--- src/rtl/rx_command_sequencer_if.sv ---
// Receiver-side word interface: word, word-ready level and parity flag.
// The receiver drives through the master modport; the sequencer listens on slave.
interface rx_command_sequencer_if;
    logic        Data_Ready;
    logic [31:0] Data;
    logic        Parity_ERR;

    modport master (
        output Data_Ready,
        output Data,
        output Parity_ERR
    );

    modport slave (
        input Data_Ready,
        input Data,
        input Parity_ERR
    );
endinterface

--- src/rtl/rx_command_sequencer.sv ---
// Validates received 32-bit command frames, drives motor configuration, runs a link watchdog.
// Define SOFT_RAMP_EN to make Duty slew toward the commanded target instead of jumping.
module rx_command_sequencer #(
    parameter int         DUTY_W      = 10,
    parameter int         DUTY_MAX    = 1000,
    parameter logic [7:0] HEADER      = 8'hA5,
    parameter int         TIMEOUT_CYC = 5000000,
    parameter int         RAMP_DIV    = 5000,
    parameter int         RAMP_STEP   = 1
) (
    input  logic                     CLK,
    input  logic                     CLR,
    rx_command_sequencer_if.slave    rx,
    output logic [DUTY_W-1:0]        Duty,
    output logic                     Dir,
    output logic                     Motor_EN,
    output logic                     Fault,
    output logic                     Link_Lost,
    output logic                     Cmd_Valid,
    output logic [7:0]               Err_Count
);

    localparam int WD_W = $clog2(TIMEOUT_CYC + 1);
    localparam logic [WD_W-1:0] WD_MAX  = WD_W'(TIMEOUT_CYC);
    localparam logic [WD_W-1:0] WD_LAST = WD_W'(TIMEOUT_CYC - 1);

    localparam logic [3:0] OP_SET_DUTY    = 4'd1;
    localparam logic [3:0] OP_SET_DIR     = 4'd2;
    localparam logic [3:0] OP_ENABLE      = 4'd3;
    localparam logic [3:0] OP_DISABLE     = 4'd4;
    localparam logic [3:0] OP_ESTOP       = 4'd5;
    localparam logic [3:0] OP_HEARTBEAT   = 4'd6;
    localparam logic [3:0] OP_CLEAR_FAULT = 4'd7;

    typedef enum logic [2:0] {
        S_IDLE,
        S_LATCH,
        S_CHECK,
        S_EXEC,
        S_REJECT
    } state_t;

    state_t            state_q;
    logic              dr_prev_q;
    logic [7:0]        hdr_q;
    logic [3:0]        op_q;
    logic [15:0]       payload_q;
    logic              perr_q;
    logic [DUTY_W-1:0] target_q;
    logic              dir_q;
    logic              en_q;
    logic              fault_q;
    logic              lost_q;
    logic              cmd_valid_q;
    logic [7:0]        err_cnt_q;
    logic [WD_W-1:0]   wdog_q;

    logic              rise;
    logic              opcode_ok;
    logic              frame_bad;
    logic              wd_expire;
    logic [DUTY_W-1:0] duty_cmd;
    logic              unused_rsvd;

    // Reserved frame bits [19:16] are deliberately never captured.
    assign unused_rsvd = ^rx.Data[19:16];

    assign rise = rx.Data_Ready & ~dr_prev_q;

    always_comb begin
        opcode_ok = 1'b0;
        case (op_q)
            OP_SET_DUTY, OP_SET_DIR, OP_ENABLE, OP_DISABLE,
            OP_ESTOP, OP_HEARTBEAT, OP_CLEAR_FAULT: opcode_ok = 1'b1;
            default:                                opcode_ok = 1'b0;
        endcase
    end

    // ENABLE while faulted is counted as a bad frame rather than silently ignored.
    assign frame_bad = perr_q | (hdr_q != HEADER) | ~opcode_ok |
                       ((op_q == OP_ENABLE) & fault_q);

    assign duty_cmd = (32'(payload_q) > DUTY_MAX) ? DUTY_W'(DUTY_MAX) : DUTY_W'(payload_q);

    // An EXEC landing on the expiry cycle wins: the counter clears instead.
    assign wd_expire = (state_q != S_EXEC) && (wdog_q == WD_LAST);

    always_ff @(posedge CLK) begin
        if (CLR) begin
            state_q     <= S_IDLE;
            dr_prev_q   <= 1'b0;
            hdr_q       <= 8'd0;
            op_q        <= 4'd0;
            payload_q   <= 16'd0;
            perr_q      <= 1'b0;
            target_q    <= '0;
            dir_q       <= 1'b0;
            en_q        <= 1'b0;
            fault_q     <= 1'b0;
            lost_q      <= 1'b0;
            cmd_valid_q <= 1'b0;
            err_cnt_q   <= 8'd0;
            wdog_q      <= '0;
        end else begin
            dr_prev_q   <= rx.Data_Ready;
            cmd_valid_q <= 1'b0;

            if (state_q == S_EXEC) begin
                wdog_q <= '0;
            end else if (wdog_q != WD_MAX) begin
                wdog_q <= wdog_q + WD_W'(1);
            end

            if (wd_expire) begin
                lost_q   <= 1'b1;
                en_q     <= 1'b0;
                target_q <= '0;
            end

            case (state_q)
                S_IDLE: begin
                    if (rise) begin
                        hdr_q     <= rx.Data[31:24];
                        op_q      <= rx.Data[23:20];
                        payload_q <= rx.Data[15:0];
                        perr_q    <= rx.Parity_ERR;
                        state_q   <= S_LATCH;
                    end
                end
                S_LATCH: state_q <= S_CHECK;
                S_CHECK: state_q <= frame_bad ? S_REJECT : S_EXEC;
                S_EXEC: begin
                    cmd_valid_q <= 1'b1;
                    lost_q      <= 1'b0;
                    case (op_q)
                        OP_SET_DUTY:    target_q <= duty_cmd;
                        OP_SET_DIR:     dir_q    <= payload_q[0];
                        OP_ENABLE:      en_q     <= 1'b1;
                        OP_DISABLE:     en_q     <= 1'b0;
                        OP_ESTOP: begin
                            fault_q  <= 1'b1;
                            en_q     <= 1'b0;
                            target_q <= '0;
                        end
                        OP_CLEAR_FAULT: fault_q  <= 1'b0;
                        default:        ;
                    endcase
                    state_q <= S_IDLE;
                end
                S_REJECT: begin
                    if (err_cnt_q != 8'hFF) begin
                        err_cnt_q <= err_cnt_q + 8'd1;
                    end
                    state_q <= S_IDLE;
                end
                default: state_q <= S_IDLE;
            endcase
        end
    end

`ifdef SOFT_RAMP_EN
    localparam int DIV_W = $clog2(RAMP_DIV + 1);
    localparam logic [DIV_W-1:0]  DIV_LAST = DIV_W'(RAMP_DIV - 1);
    localparam logic [DUTY_W-1:0] STEP     = DUTY_W'(RAMP_STEP);

    logic [DUTY_W-1:0] duty_q;
    logic [DIV_W-1:0]  div_q;
    logic              zero_duty;

    assign zero_duty = wd_expire | ((state_q == S_EXEC) && (op_q == OP_ESTOP));

    // Emergency paths bypass the ramp; otherwise step once per divider wrap.
    always_ff @(posedge CLK) begin
        if (CLR || zero_duty) begin
            duty_q <= '0;
            div_q  <= '0;
        end else if (duty_q == target_q) begin
            div_q <= '0;
        end else if (div_q != DIV_LAST) begin
            div_q <= div_q + DIV_W'(1);
        end else begin
            div_q <= '0;
            if (duty_q < target_q) begin
                duty_q <= ((target_q - duty_q) <= STEP) ? target_q : duty_q + STEP;
            end else begin
                duty_q <= ((duty_q - target_q) <= STEP) ? target_q : duty_q - STEP;
            end
        end
    end

    assign Duty = duty_q;
`else
    localparam int unused_ramp_cfg = RAMP_DIV + RAMP_STEP;

    assign Duty = target_q;
`endif

    assign Dir       = dir_q;
    assign Motor_EN  = en_q;
    assign Fault     = fault_q;
    assign Link_Lost = lost_q;
    assign Cmd_Valid = cmd_valid_q;
    assign Err_Count = err_cnt_q;

endmodule

--- src/flat_wrapper.sv ---
// flat-port wrapper written by rule: the top's interface ports become plain ports
module rx_command_sequencer_flat 
#(
    parameter int         DUTY_W      = 10,
    parameter int         DUTY_MAX    = 1000,
    parameter logic [7:0] HEADER      = 8'hA5,
    parameter int         TIMEOUT_CYC = 5000000,
    parameter int         RAMP_DIV    = 5000,
    parameter int         RAMP_STEP   = 1
)
  (CLK, CLR, Duty, Dir, Motor_EN, Fault, Link_Lost, Cmd_Valid, Err_Count, rx_Data_Ready, rx_Data, rx_Parity_ERR);
  rx_command_sequencer_if rx_i ();
  input  logic CLK;
  input  logic CLR;
  output logic [DUTY_W-1:0] Duty;
  output logic Dir;
  output logic Motor_EN;
  output logic Fault;
  output logic Link_Lost;
  output logic Cmd_Valid;
  output logic [7:0] Err_Count;
  input wire logic [$bits(rx_i.Data_Ready)-1:0] rx_Data_Ready;
  input wire logic [$bits(rx_i.Data)-1:0] rx_Data;
  input wire logic [$bits(rx_i.Parity_ERR)-1:0] rx_Parity_ERR;
  assign rx_i.Data_Ready = rx_Data_Ready;
  assign rx_i.Data = rx_Data;
  assign rx_i.Parity_ERR = rx_Parity_ERR;
  rx_command_sequencer #(.DUTY_W(DUTY_W), .DUTY_MAX(DUTY_MAX), .HEADER(HEADER), .TIMEOUT_CYC(TIMEOUT_CYC), .RAMP_DIV(RAMP_DIV), .RAMP_STEP(RAMP_STEP)) u_core (.CLK(CLK), .CLR(CLR), .rx(rx_i), .Duty(Duty), .Dir(Dir), .Motor_EN(Motor_EN), .Fault(Fault), .Link_Lost(Link_Lost), .Cmd_Valid(Cmd_Valid), .Err_Count(Err_Count));
endmodule
--- config.mk ---
export PLATFORM = sky130hd
export DESIGN_NAME = rx_command_sequencer_flat
export DESIGN_NICKNAME = d
export VERILOG_FILES = /design/src/rtl/rx_command_sequencer_if.sv /design/src/rtl/rx_command_sequencer.sv /design/src/flat_wrapper.sv
export SDC_FILE = /design/constraint.sdc
export NUM_CORES = 1
export LEC_CHECK = 0
export BUFFER_PORTS_ARGS = -buffer_cell sky130_fd_sc_hd__buf_2
export CORE_AREA = 3 3 93 95
export DETAILED_ROUTE_END_ITERATION = 12
export DIE_AREA = 0 0 96 98
export GPL_TIMING_DRIVEN = 0
export PLACE_DENSITY = 0.61
export SETUP_SLACK_MARGIN = 0.2
export SLEW_MARGIN = 20
export SYNTH_ARGS = -nofsm -noshare
export SYNTH_HDL_FRONTEND = slang
export SYNTH_SLANG_ARGS = --single-unit
--- constraint.sdc ---
create_clock -name CLK -period 2.4 [get_ports CLK]
set_input_delay 0.24 -clock CLK [delete_from_list [all_inputs] [get_ports CLK]]
set_output_delay 0.24 -clock CLK [all_outputs]
set_load 0.01 [all_outputs]
Yosys cells after proc, flatten, opt, wreduce, memory -nomap -nowiden
Index checks and enable logic that the tools add are counted.

operators by class
  divide/modulo/power cells = 0
  shift operators = 0
  reductions and logical operators = 10
  bitwise operators = 7
  $lt $le $gt $ge = 1
  add/subtract/negate cells = 2
  mux-type cells = 13
  $mul = 0
  equality and inequality tests = 17

operator list
  operator                                                                           number
  10-bit 2-to-1 mux                                                                  3
  23-bit by 1-bit adder with 23-bit output, second input constant                    1
  23-bit == test, second input constant                                              1
  23-bit != test, second input constant                                              1
  10-bit case mux with 2 select lines                                                1
  4-bit by 3-bit == test with 1-bit output, second input constant                    4
  16-bit by 10-bit greater-than comparator with 1-bit output, second input constant  1
  8-bit != test, second input constant                                               2
  3-bit case mux with 3 select lines                                                 1
  8-bit by 1-bit adder with 8-bit output, second input constant                      1
  4-bit by 2-bit == test with 1-bit output, second input constant                    2
  2-bit AND reduction                                                                4
  7-bit OR reduction                                                                 1
  3-bit by 2-bit == test with 1-bit output, second input constant                    2
  3-bit 2-to-1 mux                                                                   2
  4-bit by 1-bit == test with 1-bit output, second input constant                    1
  1-bit 2-to-1 mux                                                                   4
  1-bit case mux with 2 select lines                                                 2
  2-bit OR reduction                                                                 2
  3-bit by 1-bit == test with 1-bit output, second input constant                    1
  3-bit == test, second input constant                                               1
  3-bit zero test                                                                    1
  3-bit by 2-bit != test with 1-bit output, second input constant                    1
  1-bit bitwise OR                                                                   3
  other kinds (5)                                                                    7

storage, ports and cells
  word-level logic and storage cells = 64
  RAM bits = 0
  bits of input ports = 36
  output and inout port bits = 23
  memories kept = 0
  bits in registers = 79
  ROM bits = 0
  latch bits = 0

Depth between registers and ports, before layout
Gate-level depths: netlist of run 1.

  word-level depth = 8
  mapped depth = 6
  mapped depth without buffers = 5

Least setup slack after synthesis of run 1
OpenSTA, ideal clock, no wires.

  kind = flip-flop to flip-flop
  start point = reg u_core.state_q[1]
  end point = reg u_core.hdr_q[2]
  library setup time = 132 ps
  slack = 648 ps
  buffers on the path = 2
  period minus slack after synthesis = 1,752 ps
  data required time = 2,268 ps
  cell stages (with the launch flop) = 7
  arrival = 1,620 ps
  path through = dfxtp_1 or3b_2 or3_1 clkbuf_1 buf_2 nand2_1 a21oi_1

on the way
  word-level cells in the longest chain between the ends = 2

RTL lines
  item                                  line                         text
  start, declared                       rx_command_sequencer.sv:43   state_t state_q;
  start signal, assigned                rx_command_sequencer.sv:131  S_CHECK: state_q <= frame_bad ? S_REJECT : S_EXEC;
  3-bit zero test                       rx_command_sequencer.sv:120  case (state_q)
  2-bit AND reduction (no source line)  --
  end signal, assigned                  rx_command_sequencer.sv:123  hdr_q <= rx.Data[31:24];
  end, declared                         rx_command_sequencer.sv:45   logic [7:0] hdr_q;

Every way passes these cells.
A chain may end at the register's enable or synchronous reset.

Worst setup path in the final report of run 1
  start point = reg u_core.state_q[1]
  end point = reg u_core.hdr_q[4]

The elaborated chain is that of the path after synthesis.

==> results of run 1 <==
==> worst min path at each step <==
stage	start	slack [ns]	cells after the start	end
after floorplan	rx_Data_Ready	0.37	1	u_core.dr_prev_q
after global placement	u_core.hdr_q[0]	0.44	2	u_core.hdr_q[0]
after detailed placement	u_core.hdr_q[0]	0.44	2	u_core.hdr_q[0]
after CTS	rx_Data[2]	0.11	3	u_core.payload_q[2]
after global routing	rx_Data[3]	0.12	3	u_core.payload_q[3]
final	rx_Data[2]	0.12	3	u_core.payload_q[2]
==> layout make-up <==
type | count | area share (%)
timing repair buffer | 54 | 6.94
inverter | 5 | 0.478
buffer | 20 | 2.07
tap | 102 | 3.25
sequential | 79 | 40.2
clock buffer | 12 | 3.95
multi-input combinational | 289 | 42.0
clock inverter | 3 | 1.08
==> metal layers <==
layer / vias to the layer above / part of all wire [%]
met4: 0 / 1.4
met5: - / 0
met1: 1329 / 48
met3: 9 / 5.5
li1: 1528 / -
met2: 68 / 45
==> registers in the layout, indices dropped and copies added, names as in the netlist, 3 cells and up <==
register	count
u_core.hdr_q	8
u_core.wdog_q	23
u_core.Duty	10
u_core.state_q	3
u_core.op_q	4
u_core.Err_Count	8
u_core.payload_q	16
==> what timing repair did <==
item	in CTS	in global routing
pin swaps	0	1
gates resized for setup	1	0
endpoints found under the setup margin	4	3
buffers inserted	0	1
gates cloned	0	0
==> power groups by stage <==
stage	Clock (mW)	Combinational [mW]	Sequential (mW)
floorplan	0	0.122	1.40
CTS	1.03	0.183	1.38
global route	1.08	0.209	1.39
global placement	0	0.180	1.41
detailed placement	0	0.183	1.41
finish	0.990	0.180	1.38
==> layout by cell type, fill, tap and decap left out, types with 3 or more instances in the layout <==
cell       synthesis  routed
or3_1             10      10
nand4_1           10      10
a22o_1             4       4
xor2_1            12      12
ha_1               3       3
buf_2              5      58
or4_1              7       7
nor2b_1            5       5
clkbuf_1          15      16
or3b_2             4       4
inv_1              5       5
nor3_1             6       6
o21ai_0           14      14
clkbuf_8           0      11
dfxtp_1           79      79
o31ai_1            5       5
o22ai_1            3       3
o211ai_1           3       3
nor4_1             4       3
a21oi_1           44      44
and4_1             4       4
and2_1             5       5
nor4b_1            7       7
nand2_1           73      73
nor2_1            27      27
o2bb2ai_1          3       3
nand3_1           11      11
==> through the flow <==
| step | setup slack (ns) | utilization, % | power [mW] | cells | area [um^2] |
|---|---|---|---|---|---|
| 2_1_floorplan | 0.648 | - | 1.52 | 393 | 3330 |
| 3_3_place_gp | 0.124 | 47.6 | 1.59 | 548 | 3720 |
| 3_5_place_dp | 0.141 | 47.6 | 1.59 | 548 | 3720 |
| 4_1_cts | 0.315 | 50.2 | 2.59 | 563 | 3920 |
| 5_1_grt | 0.270 | 50.3 | 2.67 | 564 | 3930 |
| 6_report | 0.414 | 50.3 | 2.55 | 564 | 3930 |
==> critical path: stages (launching register included) <==
cell      delay, ns
dfxtp_1        0.36
or3b_2         0.51
or3_1          0.34
clkbuf_1       0.25
buf_2          0.26
nand2_1        0.09
a21oi_1        0.06
==> logic make-up after synthesis <==
group	Yosys count	synth area share, %
muxes	2	0.602
xor gates and xnor gates	13	3.42
AOI/OAI and AO/OA	88	16.0
adders and majority gates	3	1.13
buffers and inverters	25	3.01
and+or+nand+nor	183	28.3
DFF	79	47.6
==> metrics.md, run 1 <==
| Metric | Value |
|---|---|
| Critical Path End | `u_core.hdr_q[4]` |
| Top-area cell type share of the netlist area | `47.6%` |
| Nets | `497` |
| CTS root buffer | `clkbuf_8` |
| Grt total ovfl | `0` |
| Clock Latency Late Sink | `0.35 ns` |
| Initial DRC count | `81` |
| Post-synth EDFFs | `0` |
| Gate count of the mapped netlist | `393` |
| Internal cell power | `1.95 mW` |
| Setup Total Neg Slack | `0 ns` |
| Drt drc | `0` |
| Hold_ws | `0.125 ns` |
| Most common cell in the netlist | `dfxtp_1` |
| Placer Congestion | `0.752` |
| FILL cells | `806` |
| Maximum VDD drop | `0.350 mV` |
| Full die area | `0.00941 mm^2` |
| Clock network fraction of total power | `38.8%` |
| Hold buffers post-CTS | `0` |
| Yosys cell types | `44` |
| Final-report setup violation count | `0` |
| Worst Setup End Kind | `register` |
| Post-DP HPWL | `5.37 mm` |
| Core Region | `0.00781 mm^2` |
| Commonest cells post-synth | `79 x dfxtp_1, 73 x nand2_1, 44 x a21oi_1` |
| Share of layout cells above drive strength 1 | `17.7%` |
| Max Cap Violations | `0` |
| Total area of sequential cells | `0.00158 mm^2` |
| Final Skew | `0.0107 ns` |
| Post-synthesis average cell area | `8.46 um^2` |
| Register area share after synthesis | `47.6%` |
| Most used routing layer | `met2` |
| Rows | `32` |
| Die Y | `98 um` |
| First-pass GRT wire length | `12.5 mm` |
| Worst Setup SP | `u_core.state_q[1]` |
| Pwr dens | `649 mW/mm^2` |
| Routed len/inst | `13.3 um` |
| Worst r2r src | `u_core.state_q[1]` |
| Mapped Nets | `432` |
| Largest net degree at the start of global routing | `13` |
| Area Overhead vs Synth | `18.2%` |
| Synth warnings | `0` |
| P_leak | `1.48 nW` |
| Worst-margin pin slew | `0.575 ns` |
| Reg2reg setup slack | `0.41 ns` |
| # port buffers | `53` |
| Cells on worst reg2reg path | `6` |
| Top cells by area, synth | `dfxtp_1 48%, nand2_1 8.2%, a21oi_1 6.6%` |
| Clock Sink Count | `79` |
| WP data required | `2.62 ns` |
| Reg power frac | `54.1%` |
| Logic pwr share | `7.1%` |
| Grt met2 use | `25.2%` |
| Final hold violation count | `0` |
| Chip width | `96 um` |
| Vias in the first global route | `2,716` |
| CTS tree | `yes` |
| ANT nets after route | `0` |
| Min Tclk post-route | `1.99 ns` |
| M3 GR Usage | `4.39%` |
| Slew Limit Fails | `0` |
| Antenna violations before repair | `0` |
| Initial core utilization | `42.6%` |
| TritonCTS Buffers | `9` |
| WS Path Type | `register to register` |
| Post-synth top flop | `dfxtp_1` |
| Hold crit path type | `input pin to register` |
| Max clock buf depth | `2` |
| Mean number of vias per cell | `5.20` |
| Final cycle utilization of the critical path | `82.8%` |
| Achievable frequency | `0.503 GHz` |
| # H-tree levels | `3` |
| Met1 GRT Util | `22.2%` |
| GRT Util Overall | `16.5%` |
| Clock Pin Slew Worst Setup and Hold Paths | `0.08 ns` |
| Status | `finished clean` |
| Slew margin rel. | `61.3%` |
| Switching power | `0.600 mW` |
| CP Launch Type | `register` |
| Multi-input logic area | `0.00165 mm^2` |
| Boundary Pins | `59` |
| Asr flop ratio synth | `0%` |
| Drt first pass iters | `5` |
| Sw Share | `23.5%` |
| RSZ-0062 raised after global routing | `false` |
| Number of synthesized register bits | `79` |
| CP arrival | `2.20 ns` |
| Vias after detailed routing | `2,934` |
| Ant diodes | `0` |
| Crit-path max FO | `10` |
| Worst R2R End | `u_core.hdr_q[4]` |
| Largest area contributor in the netlist | `dfxtp_1` |
| Routed WL | `7.48 mm` |
| Post-Syn Area | `0.00333 mm^2` |
Note: power is estimated with default switching activity, not from simulation.
==> run 2, diff against run 1 <==
--- a/config.mk
+++ b/config.mk
@@ -10,7 +10,7 @@
 export DETAILED_ROUTE_END_ITERATION = 12
 export DIE_AREA = 0 0 96 98
 export GPL_TIMING_DRIVEN = 0
-export PLACE_DENSITY = 0.61
+export PLACE_DENSITY = 0.64
 export SETUP_SLACK_MARGIN = 0.2
 export SLEW_MARGIN = 20
 export SYNTH_ARGS = -nofsm -noshare
==> constraint.sdc (replaced) <==
create_clock -name CLK -period 1.7 [get_ports CLK]
set_input_delay 0.17 -clock CLK [delete_from_list [all_inputs] [get_ports CLK]]
set_output_delay 0.17 -clock CLK [all_outputs]
set_load 0.01 [all_outputs]
==> run 2 against run 1 <==
Against the previous run: the flow now finishes with violations (negative setup slack); clock skew shrank 0.0029 ns; core utilization grew 14 points; combinational power grew to 2.6 times the previous value; cell area grew 28%; non-clock buffer count grew 35; total power grew 56%; count of clock-buffer cells in the layout shrank 2; maximum frequency grew 15%; sequential power grew 42%; flip-flop and latch count is the same; first-iteration DRC count grew 60%; sequential share of layout area shrank 7.8 points; highest routed layer unchanged.
==> metrics.md, run 2 (synthesized netlist as in run 1, its figures left out) <==
| Metric | Value |
|---|---|
| Total area of sequential cells | `0.00164 mm^2` |
| Hold buffers post-CTS | `0` |
| Nets | `532` |
| First-pass GRT wire length | `14.1 mm` |
| Max FFs per register | `23` |
| Ant diodes | `0` |
| Routed WL | `9.02 mm` |
| Core Region | `0.00781 mm^2` |
| Achievable frequency | `0.578 GHz` |
| Switching power | `1.02 mW` |
| Status | `complete, but fails checks` |
| Final Skew | `0.00780 ns` |
| Worst path bufs/invs | `2` |
| Max Used Layer | `met4` |
| Layout Cells excl Fill | `600` |
| Boundary Pins | `59` |
| Internal cell power | `2.95 mW` |
| Initial DRC count | `130` |
| CTS root buffer | `clkbuf_8` |
| Vias in the first global route | `3,105` |
| Antenna violations before repair | `0` |
| Reg power frac | `49.3%` |
| CP delay by family, top | `simple AND/OR/NAND/NOR gates` |
| Maximum VDD drop | `0.568 mV` |
| TritonCTS Buffers | `9` |
| Cells along the critical path | `nor4b_4 > nand4_1 > buf_4 > buf_12 > or4_4 > nand2_2` |
| Placer Congestion | `0.755` |
| Worst-margin pin slew | `0.720 ns` |
| Final-report setup violation count | `5` |
| Non-Filler Cell Area, Final | `0.00504 mm^2` |
| CP arrival | `2.03 ns` |
| Pwr dens | `788 mW/mm^2` |
| Multi-input logic area | `0.00222 mm^2` |
| Most frequent cells in the layout | `56 x dfxtp_1, 53 x buf_2, 42 x nand2_1, 37 x a21oi_2, 26 x nor2_1` |
| Setup Total Neg Slack | `-0.103 ns` |
| Final Power | `3.97 mW` |
| Clock Pin Slew Worst Setup and Hold Paths | `0.08 ns` |
| Rows | `32` |
| Max Cap Violations | `0` |
| Crit-path max FO | `6` |
| Largest net degree at the start of global routing | `15` |
| RSZ-0062 raised after global routing | `true` |
| Met2 WL | `4.34 mm` |
| Initial core utilization | `42.6%` |
| Final cycle utilization of the critical path | `102%` |
| Drt first pass iters | `4` |
| Area Overhead vs Synth | `51.6%` |
| Top reg by flops | `u_core.wdog_q` |
| Mean number of vias per cell | `5.33` |
| Share of layout cells above drive strength 1 | `50.6%` |
| GRT Util Overall | `18.6%` |
| P_leak | `1.96 nW` |
| Sw Share | `25.7%` |
| Clock Sink Count | `79` |
| # port buffers | `53` |
| Drt drc | `0` |
| Worst path slowest cell | `or4_4` |
| Setup ws final | `-0.0313 ns` |
| Slew Limit Fails | `0` |
| Failing checks | `negative setup slack` |
| Worst path max stage delay | `0.47 ns` |
| Full die area | `0.00941 mm^2` |
| Min Tclk post-route | `1.73 ns` |
| WS Path Type | `register to register` |
| Most common cell after layout, fill and taps aside | `dfxtp_1` |
| Chip width | `96 um` |
| WP data required | `2.00 ns` |
| Routed len/inst | `15.0 um` |
| Max clock buf depth | `2` |
| Util after Layout | `64.6%` |
| FILL cells | `618` |
| Hold crit path type | `input pin to register` |
| Post-DP HPWL | `5.37 mm` |
| Worst Setup End Kind | `register` |
| Logic pwr share | `11.7%` |
| Cell Area, Placed | `0.00381 mm^2` |
| Final hold violation count | `0` |
| ANT nets after route | `0` |
| Vias after detailed routing | `3,197` |
| Clock Latency Late Sink | `0.35 ns` |
| Wl on met1 | `4.17 mm` |
| Metal3 WL | `374 um` |
| CP Launch Type | `register` |
| Dpl cells | `548` |
| Slew margin rel. | `52.0%` |
| Grt total ovfl | `0` |
| Clock network fraction of total power | `39.0%` |
| # H-tree levels | `3` |
| CTS tree | `yes` |
| Die Y | `98 um` |
-- run 2: metal layers --
layer | global-route usage, % | vias to the layer above
li1 | - | 1600
met1 | 25.2 | 1527
met2 | 28.3 | 59
met3 | 4.70 | 11
met4 | 7.00 | 0
met5 | 0 | -
-- run 2: cell type report --
class                   instances  share of cell area, %
multi-input cells             289                   44.0
flip-flops and latches         79                   32.4
repair buffers                 89                   12.3
plain buffers                  20                   3.95
clock buffers                  10                   2.53
well taps                     102                   2.53
clock inverters                 6                   1.86
inverters                       5                  0.372
-- run 2: what timing repair did --
item | in CTS | in global routing
cloned | 5 | 0
endpoints found under the setup margin | 61 | 71
buffers inserted | 26 | 5
resized for setup | 105 | 95
pin swaps | 52 | 40
-- run 2: worst register-to-register path, stage by stage (launching register included) --
cell	delay, ns
dfxtp_4	0.37
nor4b_4	0.26
nand4_1	0.19
buf_4	0.20
buf_12	0.12
or4_4	0.47
nand2_2	0.07
-- run 2: power groups by stage --
stage / registers (mW) / clock network (mW) / logic, mW
global placement: 1.99 / 0 / 0.269
finish: 1.96 / 1.55 / 0.466
detailed placement: 1.99 / 0 / 0.273
global route: 1.96 / 1.65 / 0.504
floorplan: 1.98 / 0 / 0.189
CTS: 1.95 / 1.58 / 0.387
-- run 2: through the flow --
| step | hold WS (ns) | setup slack (ns) |
|---|---|---|
| after floorplan | 0.298 | 0.0985 |
| after CTS | 0.0315 | -0.0193 |
| after detailed placement | 0.406 | -0.168 |
| after global placement | 0.396 | -0.154 |
| final | 0.0599 | -0.0313 |
| after global routing | 0.0503 | -0.0884 |
-- run 2: final timing paths --
path              depth (start not counted)  slack (ns)               from                to
setup / recovery                          6       -0.03  u_core.wdog_q[15]  u_core.wdog_q[1]
hold / removal                            3        0.06        rx_Data[30]   u_core.hdr_q[6]
setup reg to reg                          6       -0.03  u_core.wdog_q[15]  u_core.wdog_q[1]
hold reg to reg                           1        0.47     u_core.Duty[7]    u_core.Duty[7]
